[src/rtl/keypad_scan.sv]
// 4x4 matrix keypad scanner: walks an active-low column strobe, debounces a
// press and its release over DEB_SCANS scan ticks, and reports the accepted key
// code with a pending flag, a held flag and a sticky overrun flag.
module keypad_scan #(
  parameter int SCAN_DIV  = 1000,
  parameter int DEB_SCANS = 4
) (
  input  logic       clk,
  input  logic       rst,
  input  logic [3:0] io_keypad_row,
  output logic [3:0] io_keypad_col,
  output logic [3:0] key_code,
  output logic       key_valid,
  input  logic       key_ack,
  output logic       key_pressed,
  output logic       overrun
);

  localparam int DW = (SCAN_DIV > 2) ? $clog2(SCAN_DIV) : 1;
  localparam int CW = $clog2(DEB_SCANS + 1);
  localparam logic [DW-1:0] DIV_LAST = DW'(SCAN_DIV - 1);
  localparam logic [CW-1:0] CNT_LAST = CW'(DEB_SCANS - 1);
  localparam logic [CW-1:0] CNT_ONE  = CW'(1);

  typedef enum logic [1:0] {S_SCAN, S_DEBOUNCE, S_HOLD, S_RELEASE} state_t;

  state_t          state;
  logic [1:0][3:0] sync_pipe;
  logic [3:0]      rows;
  logic [DW-1:0]   div;
  logic            tick;
  logic [1:0]      col_idx;
  logic [1:0]      row_idx;
  logic [CW-1:0]   deb_cnt;
  logic [CW-1:0]   rel_cnt;
  logic            any_low;
  logic [1:0]      low_idx;
  logic            cap_low;
  logic            accept;
  logic [3:0]      acc_code;

  // two-flop synchronizer for the asynchronous row lines; idles at "no key"
  always_ff @(posedge clk) begin
    if (rst) sync_pipe <= '1;
    else     sync_pipe <= {sync_pipe[0], io_keypad_row};
  end

  assign rows = sync_pipe[1];

  // free-running dwell divider; tick marks the last cycle of each dwell
  always_ff @(posedge clk) begin
    if (rst)       div <= '0;
    else if (tick) div <= '0;
    else           div <= div + 1'b1;
  end

  assign tick = (div == DIV_LAST);

  // column strobe follows the column index directly
  assign io_keypad_col = ~(4'b0001 << col_idx);

  // lowest-numbered low row wins when several rows are pulled down
  always_comb begin
    any_low = ~&rows;
    low_idx = '0;
    for (int r = 3; r >= 0; r--) begin
      if (!rows[r]) low_idx = 2'(r);
    end
  end

  assign cap_low = ~rows[row_idx];

  // accept fires on the tick that completes the press streak
  always_comb begin
    accept   = 1'b0;
    acc_code = {row_idx, col_idx};
    if (tick) begin
      if (state == S_SCAN && any_low && DEB_SCANS == 1) begin
        accept   = 1'b1;
        acc_code = {low_idx, col_idx};
      end else if (state == S_DEBOUNCE && cap_low && deb_cnt == CNT_LAST) begin
        accept = 1'b1;
      end
    end
  end

  // scan / debounce / hold / release sequencing, advancing only on tick
  always_ff @(posedge clk) begin
    if (rst) begin
      state       <= S_SCAN;
      col_idx     <= '0;
      row_idx     <= '0;
      deb_cnt     <= '0;
      rel_cnt     <= '0;
      key_pressed <= 1'b0;
    end else if (tick) begin
      case (state)
        S_SCAN: begin
          if (!any_low) begin
            col_idx <= col_idx + 2'd1;
          end else begin
            row_idx <= low_idx;
            deb_cnt <= CNT_ONE;
            if (accept) begin
              state       <= S_HOLD;
              key_pressed <= 1'b1;
            end else begin
              state <= S_DEBOUNCE;
            end
          end
        end
        S_DEBOUNCE: begin
          if (!cap_low) begin
            state   <= S_SCAN;
            col_idx <= col_idx + 2'd1;
          end else begin
            deb_cnt <= deb_cnt + 1'b1;
            if (accept) begin
              state       <= S_HOLD;
              key_pressed <= 1'b1;
            end
          end
        end
        S_HOLD: begin
          // only the captured row matters here; other keys are ignored
          if (!cap_low) begin
            rel_cnt <= CNT_ONE;
            if (DEB_SCANS == 1) begin
              state       <= S_SCAN;
              col_idx     <= col_idx + 2'd1;
              key_pressed <= 1'b0;
            end else begin
              state <= S_RELEASE;
            end
          end
        end
        S_RELEASE: begin
          if (cap_low) begin
            state <= S_HOLD;
          end else begin
            rel_cnt <= rel_cnt + 1'b1;
            if (rel_cnt == CNT_LAST) begin
              state       <= S_SCAN;
              col_idx     <= col_idx + 2'd1;
              key_pressed <= 1'b0;
            end
          end
        end
        default: begin
          state       <= S_SCAN;
          key_pressed <= 1'b0;
        end
      endcase
    end
  end

  // key mailbox: a new accept beats a simultaneous ack; an unread key being
  // overwritten without an ack raises the sticky overrun flag
  always_ff @(posedge clk) begin
    if (rst) begin
      key_code  <= '0;
      key_valid <= 1'b0;
      overrun   <= 1'b0;
    end else if (accept) begin
      key_code  <= acc_code;
      key_valid <= 1'b1;
      if (key_valid && !key_ack) overrun <= 1'b1;
      else if (key_ack)          overrun <= 1'b0;
    end else if (key_ack && key_valid) begin
      key_valid <= 1'b0;
      overrun   <= 1'b0;
    end
  end

endmodule
[config.mk]
export PLATFORM = sky130hd
export DESIGN_NAME = keypad_scan
export DESIGN_NICKNAME = d
export VERILOG_FILES = /design/src/rtl/keypad_scan.sv
export SDC_FILE = /design/constraint.sdc
export NUM_CORES = 1
export LEC_CHECK = 0
export CELL_PAD_IN_SITES_DETAIL_PLACEMENT = 1
export CELL_PAD_IN_SITES_GLOBAL_PLACEMENT = 1
export CORE_MARGIN = 2
export CORE_UTILIZATION = 46
export DETAILED_ROUTE_END_ITERATION = 6
export GPL_TIMING_DRIVEN = 0
export HOLD_SLACK_MARGIN = 0.06
export PLACE_DENSITY = 0.83
export SYNTH_ARGS = -nofsm -noshare
export SYNTH_HDL_FRONTEND = slang
export SYNTH_SLANG_ARGS = --single-unit
[constraint.sdc]
create_clock -name clk -period 2.7 [get_ports clk]
set_input_delay 0.54 -clock clk [delete_from_list [all_inputs] [get_ports clk]]
set_output_delay 0.54 -clock clk [all_outputs]
set_load 0.01 [all_outputs]
==> flow_summary.toml, run 1 <==
[sta]
setup_tns_ns = 0
hold_viol = 0
post-route-period-util_pct = 80.9
relSlewSlack_pct = 66.3
setup_slack_ns = 0.517
drv_slew = 0
setup_viol = 0
timing.hold.ws_ns = 0.414
fmax_ghz = 0.458
fin_skew_ns = 0.00773
period_needed_ns = 2.18
worst_slew_pin_slew_ns = 0.503
rsz0062_at_grt = "false"

[cells_and_area]
mostFrequentLayoutCell = "dfxtp_1"
area_delta_synth_final_pct = 17.2
antenna-diode-count = 0
nets = 228
mostFrequentLayoutCells = "dfxtp_1 (37), clkdlybuf4s50_1 (16), inv_1 (14), nor2_1 (14), nand4_1 (13)"
drive_above_1_share_pct = 14.6

[detailed_routing]
viasPerCell = 5.62
vias = 1468
ant_nets = 0
wl_per_cell_um = 16.4
drt_first_iter_violations = 57
drt-total-wl_mm = 4.27
drc = 0
dr.pass1.iters = 4

[clocking]
numClockSinks = 37
post_cts_resize_count = 0
ctsHoldBuffers = 0
path_clk_slew_ns = 0.07
clock_latency_ns = 0.29
htreeDepth = 2
cts_buffers = 5
postCtsSetupBuffers = 0
cts-root-buf = "clkbuf_8"
cts_tree = "built"
clock_path_buffers = 2

[grt]
grt_pass1_vias = 1552
grt_overflow = 0
track_usage_pct = 22.5
antenna_found_initial = 0
grt_pass1_wl_mm = 7.34
grt_max_degree = 12

[worst_setup_path]
worstPathArrival_ns = 2.37
required_ns = 2.89
setup.worst_path.start_class = "register"
crit_type = "register to register"
critPathMaxFanout = 5
endpoint_kind = "register"

[power]
p_per_area_mw_per_mm2 = 476
vdd.ir_drop.worst_mv = 0.331
power_leakage_nw = 0.749

[synth]
synthFlopType = "dfxtp_1"
yosysSeqAreaShare_pct = 42.1
synth.distinct_cells = 44
syn_area_mm2 = 0.00176
ys_warn_count = 0
syn_avg_cell_area_um2 = 9.31
syn_inst = 189
synth-edff-count = 0
async_flop_share_pct = 0
syn-num-nets = 205
ys_seq_elements = 37

[place]
gp_congestion = 0.861
place_hpwl_mm = 3.27
pre_cts_ws_ns = 0.538
port_buffers = 16

[floorplanning]
dieHeight_um = 65.8
fp.dieArea_mm2 = 0.00433
initial_utilization_pct = 48.1
pin_count = 18
num_rows = 22
die_w_um = 65.8
core_mm2 = 0.00366

[run]
drv_cap = 0

[outcome]
outcome = "finished clean"

[hold_path]
holdCritPathClass = "register to register"
-- final cells by class --
type	instances	area [µm²]
Sequential cell	37	741
Timing Repair Buffer	16	160
Inverter	14	52.6
Buffer	8	47.5
Fill cell	444	1600
Clock buffer	6	72.6
Clock inverter	2	10.0
Multi-Input combinational cell	130	918
Tap cell	48	60.1
-- power by group --
part / internal (W) / leakage [nW] / switching (W)
combinational: 0.0000219 / 0.404 / 0.0000262
clock: 0.000179 / 0.0450 / 0.000191
sequential: 0.000555 / 0.301 / 0.00000928
-- registers in the layout, indices dropped and copies added, names as in the netlist, named ones only --
name and flops:
sync_pipe 4, state 1, key_code 4, rel_cnt 3
rows 4, key_pressed 1, overrun 1, key_valid 1
deb_cnt 3, col_idx 2, row_idx 2, div 10
-- metal layers --
layer	vias to the layer above	part of all wire [%]	GRT usage, %
li1	721	-	-
met1	723	44	25.8
met2	21	52	41.2
met3	3	2.9	5.62
met4	0	0.89	6.25
met5	-	0	0
-- cells by family (layout without fill, tap and decap cells) --
family / after synthesis / in the layout / synth area share [%]
AOI/OAI and AO/OA: 37 / 37 / 14.8
buffers and inverters: 22 / 46 / 5.69
adders and majority gates: 9 / 9 / 6.40
xor gates and xnor gates: 8 / 8 / 3.98
and+or+nand+nor: 71 / 71 / 23.0
DFF: 37 / 37 / 42.1
muxes: 5 / 5 / 3.98
-- Yosys cell counts (4+ instances only) --
cell      instances  area [µm²]
dfxtp_1          37         741
nand3_1           7        35.0
nand2_1          10        37.5
nand4_1          13        81.3
ha_1              9         113
and3_1            4        25.0
xor2_1            7        61.3
clkbuf_1          4        15.0
nor2_1           14        52.6
inv_1            14        52.6
or2_2             9        56.3
o21ai_0          10        50.1
a21oi_1          11        55.1
-- final timing paths --
kind | slack (ns) | cells after the start | to | startpoint
max | 0.52 | 5 | col_idx[0] | div[1]
min | 0.41 | 1 | rows[0] | sync_pipe[0]
max reg2reg | 0.52 | 5 | col_idx[0] | div[1]
min reg2reg | 0.41 | 1 | rows[0] | sync_pipe[0]
-- through the flow --
step	cell area (µm²)	total power (W)	util (%)	cells
floorplan	1760	0.000605	-	189
global placement	1980	0.000620	54.1	253
detailed placement	1980	0.000624	54.1	253
CTS	2060	0.000991	56.3	261
global route	2060	0.00102	56.3	261
finish	2060	0.000982	56.3	261
-- critical path: stages (launching register included) --
cell and delay, ns:
dfxtp_1 0.43, ha_1 0.32, and4b_1 0.31, nand3_1 0.25, a2111oi_4 0.44, mux2_4 0.33
No activity file was read; power rests on OpenSTA's default activity.
==> run 2: changes to the inputs <==
Settings changed: CORE_UTILIZATION 46 to 39, PLACE_DENSITY 0.83 to 0.75.
Clock period 2.7 ns to 2 ns, I/O delays scaled along.
==> flow_summary.toml, run 2 (synthesized netlist as in run 1, its figures left out) <==
[sta]
fmax_ghz = 0.521
worst_slew_pin_slew_ns = 0.500
post-route-period-util_pct = 96.0
setup_tns_ns = 0
drv_slew = 0
setup_slack_ns = 0.0803
period_needed_ns = 1.92
setup_viol = 0
timing.hold.ws_ns = 0.371
fin_skew_ns = 0.0110
relSlewSlack_pct = 66.7
hold_viol = 0

[power]
vdd.ir_drop.worst_mv = 0.287
power_leakage_nw = 0.783
p_per_area_mw_per_mm2 = 702

[place]
port_buffers = 16
pre_cts_ws_ns = -0.111
gp_congestion = 0.776
placed_area_mm2 = 0.00198
place_hpwl_mm = 3.12

[grt]
track_usage_pct = 18.9
grt_overflow = 0
antenna_found_initial = 0
grt_pass1_vias = 1542
grt_pass1_wl_mm = 7.67
grt_max_degree = 12

[clocking]
cts_buffers = 5
clock_latency_ns = 0.29
htreeDepth = 2
cts-root-buf = "clkbuf_8"
path_clk_slew_ns = 0.08
cts_tree = "built"
clock_path_buffers = 2
numClockSinks = 37

[hold_path]
holdCritPathClass = "primary input to register"
min_path_cells = 2

[outcome]
outcome = "finished clean"

[worst_setup_path]
reg2reg_depth = 5
worstPathArrival_ns = 1.52
crit_type = "register to primary output"
endpoint_kind = "primary output"
setup.worst_path.start_class = "register"
critPathMaxFanout = 5
required_ns = 1.60

[floorplanning]
fp.dieArea_mm2 = 0.00506
core_mm2 = 0.00435
pin_count = 18
num_rows = 24
dieHeight_um = 71.2
initial_utilization_pct = 40.4
die_w_um = 71.2

[cells_and_area]
multi_input_area_um2 = 946
design_area_mm2 = 0.00214
nets = 227
drive_above_1_share_pct = 19.8
largest_register_ff_count = 10
mostFrequentLayoutCell = "dfxtp_1"
mostFrequentLayoutCells = "dfxtp_1 (33), clkdlybuf4s50_1 (15), inv_1 (14), nor2_1 (14), nand4_1 (13)"
regMostFlops = "div"
seq_area_um2 = 748
area_delta_synth_final_pct = 21.7
antenna-diode-count = 0
n_fill_cell = 488

[detailed_routing]
ant_nets = 0
drt_first_iter_violations = 82
wl_per_cell_um = 16.4
drc = 0
vias = 1501
drt-total-wl_mm = 4.33
viasPerCell = 5.69
dr.pass1.iters = 4

[run]
drv_cap = 0
run 2: cell type report:
class / instances / share of cell area [%]
flip-flops and latches: 37 / 35.0
well taps: 52 / 3.04
repair buffers: 17 / 7.95
multi-input cells: 130 / 44.2
clock buffers: 7 / 4.03
plain buffers: 6 / 1.99
clock inverters: 1 / 1.40
inverters: 14 / 2.45
run 2: per-layer routing:
layer	vias to the layer above	GRT usage (%)	share of wire, %
met5	-	0	0
met4	0	5.87	2.1
met3	8	4.42	2.5
met2	20	32.9	52
met1	752	23.0	43
li1	721	-	-
run 2: path summary, 6_finish.rpt:
kind / from / endpoint / slack, ns
worst max-delay path: col_idx[0] / io_keypad_col[2] / 0.08
worst min register to register: sync_pipe[0] / rows[0] / 0.41
worst max register to register: deb_cnt[0] / register / 0.11
worst min-delay path: rst / sync_pipe[3] / 0.37
run 2: worst max-delay path, cell delays in order (launching register included):
cell and delay, ns:
dfxtp_4 0.38, inv_1 0.08, ha_1 0.20, inv_1 0.05, clkdlybuf4s50_1 0.52
run 2: through the flow:
step	instances	total power, W	utilization, %
floorplan	189	0.000817	-
global placement	257	0.000839	45.6
detailed placement	257	0.000843	45.6
CTS	263	0.00151	48.2
global route	264	0.00155	49.2
finish	264	0.00150	49.2
run 2: timing repair:
item,CTS,global route
hold buffers,0,0
pin swaps,1,1
setup endpoints to repair,14,14
resized for setup,3,11
setup buffers,0,1
run 2: power by group:
group,total (W),switching (W),internal [W]
Sequential,0.000762,0.0000132,0.000748
Combinational,0.0000676,0.0000363,0.0000313
Clock,0.000673,0.000266,0.000407
Total,0.00150,0.000316,0.00119
==> run 3: changes to the inputs <==
Settings changed: CORE_ASPECT_RATIO from default to 0.6.
==> flow_summary.toml, run 3 (synthesized netlist as in run 1, its figures left out) <==
[grt]
grt_pass1_vias = 1588
grt_max_degree = 11
grt_overflow = 0
antenna_found_initial = 0
grt_pass1_wl_mm = 7.94
track_usage_pct = 20.1

[sta]
fmax_ghz = 0.516
period_needed_ns = 1.94
fin_skew_ns = 0.00791
worst_slew_pin_slew_ns = 0.556
setup_tns_ns = 0
relSlewSlack_pct = 63.0
hold_viol = 0
post-route-period-util_pct = 96.9
setup_slack_ns = 0.0613
drv_slew = 0
setup_viol = 0

[place]
port_buffers = 16
place_hpwl_mm = 3.46
gp_congestion = 0.814
place_inst = 265
pre_cts_ws_ns = -0.250

[clocking]
cts-root-buf = "clkbuf_8"
htreeDepth = 2
cts_tree = "built"
cts_buffers = 5
clock_latency_ns = 0.29
path_clk_slew_ns = 0.07
numClockSinks = 37
clock_path_buffers = 2

[power]
vdd.ir_drop.worst_mv = 0.329
swShare_pct = 22.8
p_per_area_mw_per_mm2 = 644
clockPowerShare_pct = 39.0
p_sw_w = 0.000311
power_leakage_nw = 0.751
sequentialPowerShare_pct = 55.9
p_int_w = 0.00105
fin_total_pwr_w = 0.00136
combPwrFrac_pct = 5.1

[detailed_routing]
dr.pass1.iters = 4
viasPerCell = 5.72
wl_per_cell_um = 17.5
drt-total-wl_mm = 4.74
drt_first_iter_violations = 91
vias = 1551
drc = 0
ant_nets = 0

[worst_setup_path]
required_ns = 2.17
crit_type = "register to register"
setup.worst_path.start_class = "register"
setup.worst_path.start = "deb_cnt[0]"
critical-path-max-stage-delay_ns = 0.50
r2r-end = "state[0]"
worstPathArrival_ns = 2.11
endpoint_kind = "register"
r2r_slack_ns = 0.06
crit_slowest_cell = "or4bb_1"
reg2reg_depth = 6
r2r_start = "deb_cnt[0]"
critPathMaxFanout = 9
path_cells = "ha_1 -> ha_2 -> or4bb_1 -> o22a_1 -> a21oi_1 -> a311oi_2"
critPathCapture = "state[0]"

[floorplanning]
fp.dieArea_mm2 = 0.00508
initial_utilization_pct = 41.8
num_rows = 18
pin_count = 18
die_w_um = 90.7
dieHeight_um = 56.0
core_mm2 = 0.00421

[cells_and_area]
n_fill_cell = 498
mostFrequentLayoutCell = "dfxtp_1"
regMostFlops = "div"
mostFrequentLayoutCells = "dfxtp_1 (33), clkdlybuf4s50_1 (16), inv_1 (14), nor2_1 (14), nand4_1 (13)"
fin_util_pct = 50.3
antenna-diode-count = 0
largest_register_ff_count = 10
seq_area_um2 = 748
area_delta_synth_final_pct = 20.4
drive_above_1_share_pct = 20.4
multi_input_area_um2 = 946
final_cells = 271
nets = 227

[hold_path]
holdCritPathClass = "primary input to register"

[outcome]
outcome = "finished clean"

[run]
drv_cap = 0
-- run 3: routing by layer --
layer  up-vias  global-route usage [%]  part of all wire, %
met4         0                    7.69                  1.7
met2        44                    31.3                   45
met3        11                    4.74                  6.9
li1        718                       -                    -
met1       778                    26.9                   46
met5         -                       0                    0
-- run 3: repair_timing --
item	4_1_cts	5_1_grt
hold buffers	0	0
setup endpoints to repair	17	15
pin swaps	1	0
resized for setup	7	7
buffers inserted	1	0
-- run 3: how the worst min path moves through the flow --
stage	startpoint	end	slack, ns	cells past startpoint
2_1_floorplan	sync_pipe[0]	rows[0]	0.39	1
5_1_grt	rst	sync_pipe[3]	0.36	2
4_1_cts	rst	sync_pipe[3]	0.36	2
3_3_place_gp	sync_pipe[1]	rows[1]	0.39	1
6_report	rst	sync_pipe[3]	0.37	2
3_5_place_dp	sync_pipe[1]	rows[1]	0.41	1
-- run 3: cell type report --
| class | count | share of cell area [%] |
|---|---|---|
| Buffer | 6 | 2.01 |
| Clock buffer | 7 | 4.08 |
| Inverter | 14 | 2.48 |
| Multi-Input combinational cell | 130 | 44.7 |
| Sequential cell | 37 | 35.3 |
| Tap cell | 60 | 3.54 |
| Timing Repair Buffer | 17 | 7.91 |
-- run 3: power groups by stage --
stage          Clock (W)  Sequential [W]  Combinational, W
6_report        0.000532        0.000763         0.0000698
5_1_grt         0.000581        0.000765         0.0000766
4_1_cts         0.000539        0.000762         0.0000690
3_5_place_dp           0        0.000779         0.0000669
3_3_place_gp           0        0.000777         0.0000616
2_1_floorplan          0        0.000774         0.0000425
-- run 3: worst max-delay path: cells and delay by family (launching register included) --
kind	cells	cell delay, ns
and+or+nand+nor	1	0.50
DFF	1	0.33
AOI/OAI and AO/OA	3	0.53
adders and majority gates	2	0.45
-- run 3: per-stage QoR --
step,instance area [µm²],hold slack (ns)
after floorplan,1760,0.389
final,2120,0.368
after global routing,2120,0.359
after CTS,2100,0.361
after global placement,1990,0.392
after detailed placement,1990,0.406
